$ cat src/rtl/fft_pair_feeder.sv
// Input stage of a radix-2 DIF butterfly: pairs x[k] with x[k+N/2] and tags each pair with twiddle index k.
// Optional framing check (in_sof / frame_err) is enabled by defining FFT_PAIR_FRAME_ERR_EN.
module fft_pair_feeder #(
    parameter int WIDTH = 16,
    parameter int N     = 16,
    localparam int IW   = $clog2(N / 2)
) (
    input  logic             clk,
    input  logic             rst_n,
    input  logic             in_valid,
    output logic             in_ready,
    input  logic [WIDTH-1:0] in_r,
    input  logic [WIDTH-1:0] in_i,
    output logic             out_valid,
    input  logic             out_ready,
    output logic [WIDTH-1:0] out1_r,
    output logic [WIDTH-1:0] out1_i,
    output logic [WIDTH-1:0] out2_r,
    output logic [WIDTH-1:0] out2_i,
    output logic [IW-1:0]    tw_idx,
    output logic             out_last
`ifdef FFT_PAIR_FRAME_ERR_EN
    ,
    input  logic             in_sof,
    output logic             frame_err
`endif
);

    typedef enum logic {FILL, PAIR} state_t;

    localparam logic [IW-1:0] LAST = IW'(N / 2 - 1);

    state_t               state;
    state_t               next_state;
    logic [IW-1:0]        cnt;
    logic [2*WIDTH-1:0]   sample_buf [N/2];
    logic [2*WIDTH-1:0]   partner;
    logic                 in_acc;
    logic                 out_acc;
    logic                 resync;

    // In FILL the output register is never loaded, so input can flow even while a pair is held.
    assign in_ready = (state == FILL) || !out_valid || out_ready;
    assign in_acc   = in_valid && in_ready;
    assign out_acc  = out_valid && out_ready;
    assign partner  = sample_buf[cnt];

`ifdef FFT_PAIR_FRAME_ERR_EN
    assign resync = in_acc && in_sof && !(state == FILL && cnt == '0);
`else
    assign resync = 1'b0;
`endif

    always_comb begin
        // NOTE: every variable gets a default before any branch, so no latch can be inferred.
        next_state = state;
        case (state)
            FILL:    if (in_acc && cnt == LAST) next_state = PAIR;
            PAIR:    if (in_acc && cnt == LAST) next_state = FILL;
            default: next_state = FILL;
        endcase
        if (resync) next_state = FILL;
    end

    always_ff @(posedge clk or negedge rst_n) begin
        if (!rst_n) state <= FILL;
        else        state <= next_state;
    end

    // NOTE: the sample buffer has no reset; every entry is written in FILL before PAIR reads it.
    always_ff @(posedge clk) begin
        if (in_acc && (state == FILL || resync))
            sample_buf[resync ? '0 : cnt] <= {in_r, in_i};
    end

    always_ff @(posedge clk or negedge rst_n) begin
        if (!rst_n) begin
            cnt       <= '0;
            out_valid <= 1'b0;
            out1_r    <= '0;
            out1_i    <= '0;
            out2_r    <= '0;
            out2_i    <= '0;
            tw_idx    <= '0;
            out_last  <= 1'b0;
        end else begin
            // NOTE: non-blocking assignments so each register samples pre-edge values.
            if (in_acc)
                cnt <= resync ? IW'(1) : cnt + 1'b1;

            // A reload wins over a clear, which gives full throughput under out_ready=1.
            if (in_acc && state == PAIR && !resync) begin
                out1_r    <= partner[2*WIDTH-1:WIDTH];
                out1_i    <= partner[WIDTH-1:0];
                out2_r    <= in_r;
                out2_i    <= in_i;
                tw_idx    <= cnt;
                out_last  <= (cnt == LAST);
                out_valid <= 1'b1;
            end else if (out_acc) begin
                out_valid <= 1'b0;
            end
        end
    end

`ifdef FFT_PAIR_FRAME_ERR_EN
    always_ff @(posedge clk or negedge rst_n) begin
        if (!rst_n)
            frame_err <= 1'b0;
        else if (in_acc && (resync || (!in_sof && state == FILL && cnt == '0)))
            frame_err <= 1'b1;
    end
`endif

endmodule

$ cat config.mk
export PLATFORM = sky130hd
export DESIGN_NAME = fft_pair_feeder
export DESIGN_NICKNAME = d
export VERILOG_FILES = /design/src/rtl/fft_pair_feeder.sv
export SDC_FILE = /design/constraint.sdc
export NUM_CORES = 1
export LEC_CHECK = 0
export CORE_MARGIN = 8
export CORE_UTILIZATION = 52
export DETAILED_ROUTE_END_ITERATION = 12
export GPL_TIMING_DRIVEN = 0
export PLACE_DENSITY = 0.86
export SLEW_MARGIN = 20
export SYNTH_ARGS = -nofsm -noshare
export SYNTH_HDL_FRONTEND = slang
export SYNTH_SLANG_ARGS = --single-unit
$ cat constraint.sdc
create_clock -name clk -period 4 [get_ports clk]
set_clock_uncertainty 0.2 [all_clocks]
set_input_delay 1.2 -clock clk [delete_from_list [all_inputs] [get_ports clk]]
set_output_delay 1.2 -clock clk [all_outputs]
set_load 0.1 [all_outputs]
==> results.json <==
{
  "critPathMaxFanout": 3,
  "grt_pass1_wl_um": 43700,
  "vias": 7101,
  "cts_sinks": 329,
  "cp_slowest_cell": "clkdlybuf4s15_2",
  "final-hold-violation-count": 0,
  "worst_pin_slew_ns": 1.08,
  "rr_startpoint": "cnt[2]$_DFFE_PN0P_",
  "cp.arrival_ns": 2.42,
  "ys_top_cells_by_count": "256 x edfxtp_1, 128 x mux2i_1, 73 x dfrtp_1",
  "dp_hpwl_um": 17600,
  "maxSlewViolCount": 0,
  "clk_path_buf_depth": 3,
  "synth_edf_count": 256,
  "design_area_um2": 15500,
  "drc_errors": 0,
  "r2r_slack_ns": 1.29,
  "fillers": 1590,
  "cts_tree": "done",
  "synth_nets": 734,
  "ys_types": 23,
  "yosys_warnings": 0,
  "synthArstFlopShare_pct": 22.2,
  "fp.dieW_um": 172,
  "synthFlopType": "edfxtp_1",
  "htreeDepth": 2,
  "drt-total-wl_um": 28900,
  "relSlewSlack_pct": 27.6,
  "fin_crit_sh_pct": 95.4,
  "outcome": "finished clean",
  "drt_first_pass_iters": 6,
  "cts_root_buf": "clkbuf_16",
  "antenna_cells": 0,
  "setup_viol": 0,
  "hp-class": "flop to flop",
  "worst-r2r-cell-count": 4,
  "clk_latency_ns": 0.52,
  "cp-start-kind": "input port",
  "clk_pin_slew_ns": 0.05,
  "cp_cell_sequence": "clkdlybuf4s50_1, nand3b_1, clkdlybuf4s15_2",
  "synth.ff_latch_count": 329,
  "clock.fmax_mhz": 262,
  "cp-startpoint": "out_ready",
  "num_io_pins": 106,
  "netlist.area_leader.share_pct": 60.6,
  "dpl_cell_area_um2": 14500,
  "slowest_delay_ns": 0.58,
  "crit_required_ns": 2.60,
  "grt_pass1_vias": 7446,
  "gp_routability_congestion": 0.751,
  "cts-buffers-inserted": 34,
  "syn_area_per_cell_um2": 18.2,
  "critPathKind": "input port to output port",
  "worstSetupEndpointType": "output port",
  "first_iter_violations": 709,
  "fin_crit_ns": 3.82,
  "hp-start": "out_last$_DFFE_PN0P_",
  "netlist_area_um2": 12700,
  "port_buffers": 105,
  "wl_per_cell_um": 24.1,
  "yosysMostFrequentCell": "edfxtp_1",
  "synth_cells": 696,
  "grt_use_total_pct": 19.8,
  "cap_violations": 0,
  "finalNetCount": 887,
  "cp-endpoint": "in_ready",
  "overflow": 0,
  "initial_core_util_pct": 52.5,
  "hold_ws_ns": 0.304,
  "rr_endpoint": "sample_buf[0][9]$_DFFE_PP_",
  "synth_top_cell_by_area": "edfxtp_1",
  "ant_nets": 0,
  "synth-seq-area-share_pct": 74.9,
  "grt_max_degree": 44,
  "post-route-util_pct": 64.2,
  "antenna_found_initial": 0,
  "core_um2": 24200,
  "area_growth_syn_to_layout_pct": 22.2,
  "dieHeight_um": 172,
  "synth_area_leaders": "edfxtp_1 61%, dfrtp_1 14%, mux2i_1 10%, o22a_1 4.4%, mux2_4 3.0%",
  "num_rows": 57,
  "die_area_um2": 29700,
  "finalSetupTns_ns": 0,
  "postCtsHoldBufs": 0,
  "viasPerCell": 5.92,
  "rsz0062_at_grt": "false",
  "final_layout_size_suffix_gt1_share_pct": 15.5
}
## worst max-delay path, delay by kind of cell
kind / cells / cell delay, ns
and+or+nand+nor: 1 / 0.17
buffers and inverters: 2 / 1.05
## per-layer routing
metal	part of all wire, %	global-route usage [%]	routed length (um)
met5	0	0	0
met4	2.4	6.97	701
met2	50	33.3	14400
met3	8.3	3.79	2390
met1	40	25.3	11400
## layout by cell type, fill, tap and decap left out, types with 3 or more instances in the layout
cell type        instances
edfxtp_1               256
mux2i_1                128
clkdlybuf4s50_1        103
dfrtp_1                 73
o22a_1                  64
clkbuf_16               34
a21oi_1                 32
a31oi_1                 32
clkbuf_1                30
mux2_4                  25
buf_6                   13
mux2_2                  13
buf_2                   10
nor2_4                   6
nand2_1                  5
nand2b_1                 5
buf_8                    5
clkinv_2                 4
clkinv_1                 4
buf_16                   4
inv_6                    3
clkbuf_8                 3
buf_12                   3
## registers in the layout (all words and copies together) (netlist names), 3 cells and up
signal      flops
cnt             3
out1_i         16
out1_r         16
out2_i         16
out2_r         16
sample_buf    256
tw_idx          3
## cell families (layout without fill, tap and decap cells)
kind of cell / after synthesis / in the layout / share of synthesized area (%)
adder cells (fa/ha/maj): 2 / 2 / 0.197
multiplexers: 166 / 166 / 14.2
AO/OA/AOI/OAI: 128 / 128 / 7.25
flip-flops: 329 / 329 / 74.9
buffers and inverters: 44 / 223 / 2.20
XOR/XNOR: 2 / 2 / 0.138
AND/OR/NAND/NOR: 25 / 25 / 1.06
## layout make-up
type                       count  area, um2  share of cell area [%]
buffer                        44        279                    1.80
clock buffer                  47        930                    5.99
clock inverter                15        124                   0.798
multi-input combinational    323       2970                    19.1
sequential                   329       9510                    61.3
tap                          324        405                    2.61
timing repair buffer         117       1290                    8.35
## how the worst min path moves through the flow
| stage | to | slack, ns | depth (start not counted) |
|---|---|---|---|
| 4_1_cts | out_last$_DFFE_PN0P_ | 0.31 | 1 |
| 5_1_grt | out2_r[2]$_DFFE_PN0P_ | 0.32 | 1 |
| 6_report | out_last$_DFFE_PN0P_ | 0.30 | 1 |
| 2_1_floorplan | state$_DFF_PN0_ | 0.29 | 1 |
| 3_3_place_gp | out2_r[1]$_DFFE_PN0P_ | 0.29 | 1 |
| 3_5_place_dp | out2_r[10]$_DFFE_PN0P_ | 0.29 | 1 |
## timing repair
action / 4_1_cts / 5_1_grt
setup endpoints to repair: 1 / 0
buffers inserted: 0 / 0
resized for setup: 3 / 0
## stage by stage
step                worst slack, ns  instances
floorplan                     0.303        696
global placement              -1.56       1125
detailed placement           -0.385       1137
CTS                           0.187       1199
global route                  0.119       1199
finish                        0.182       1199
Power is not shown: default switching activity piles up to over one toggle a cycle in this logic, so the estimate is an artifact.
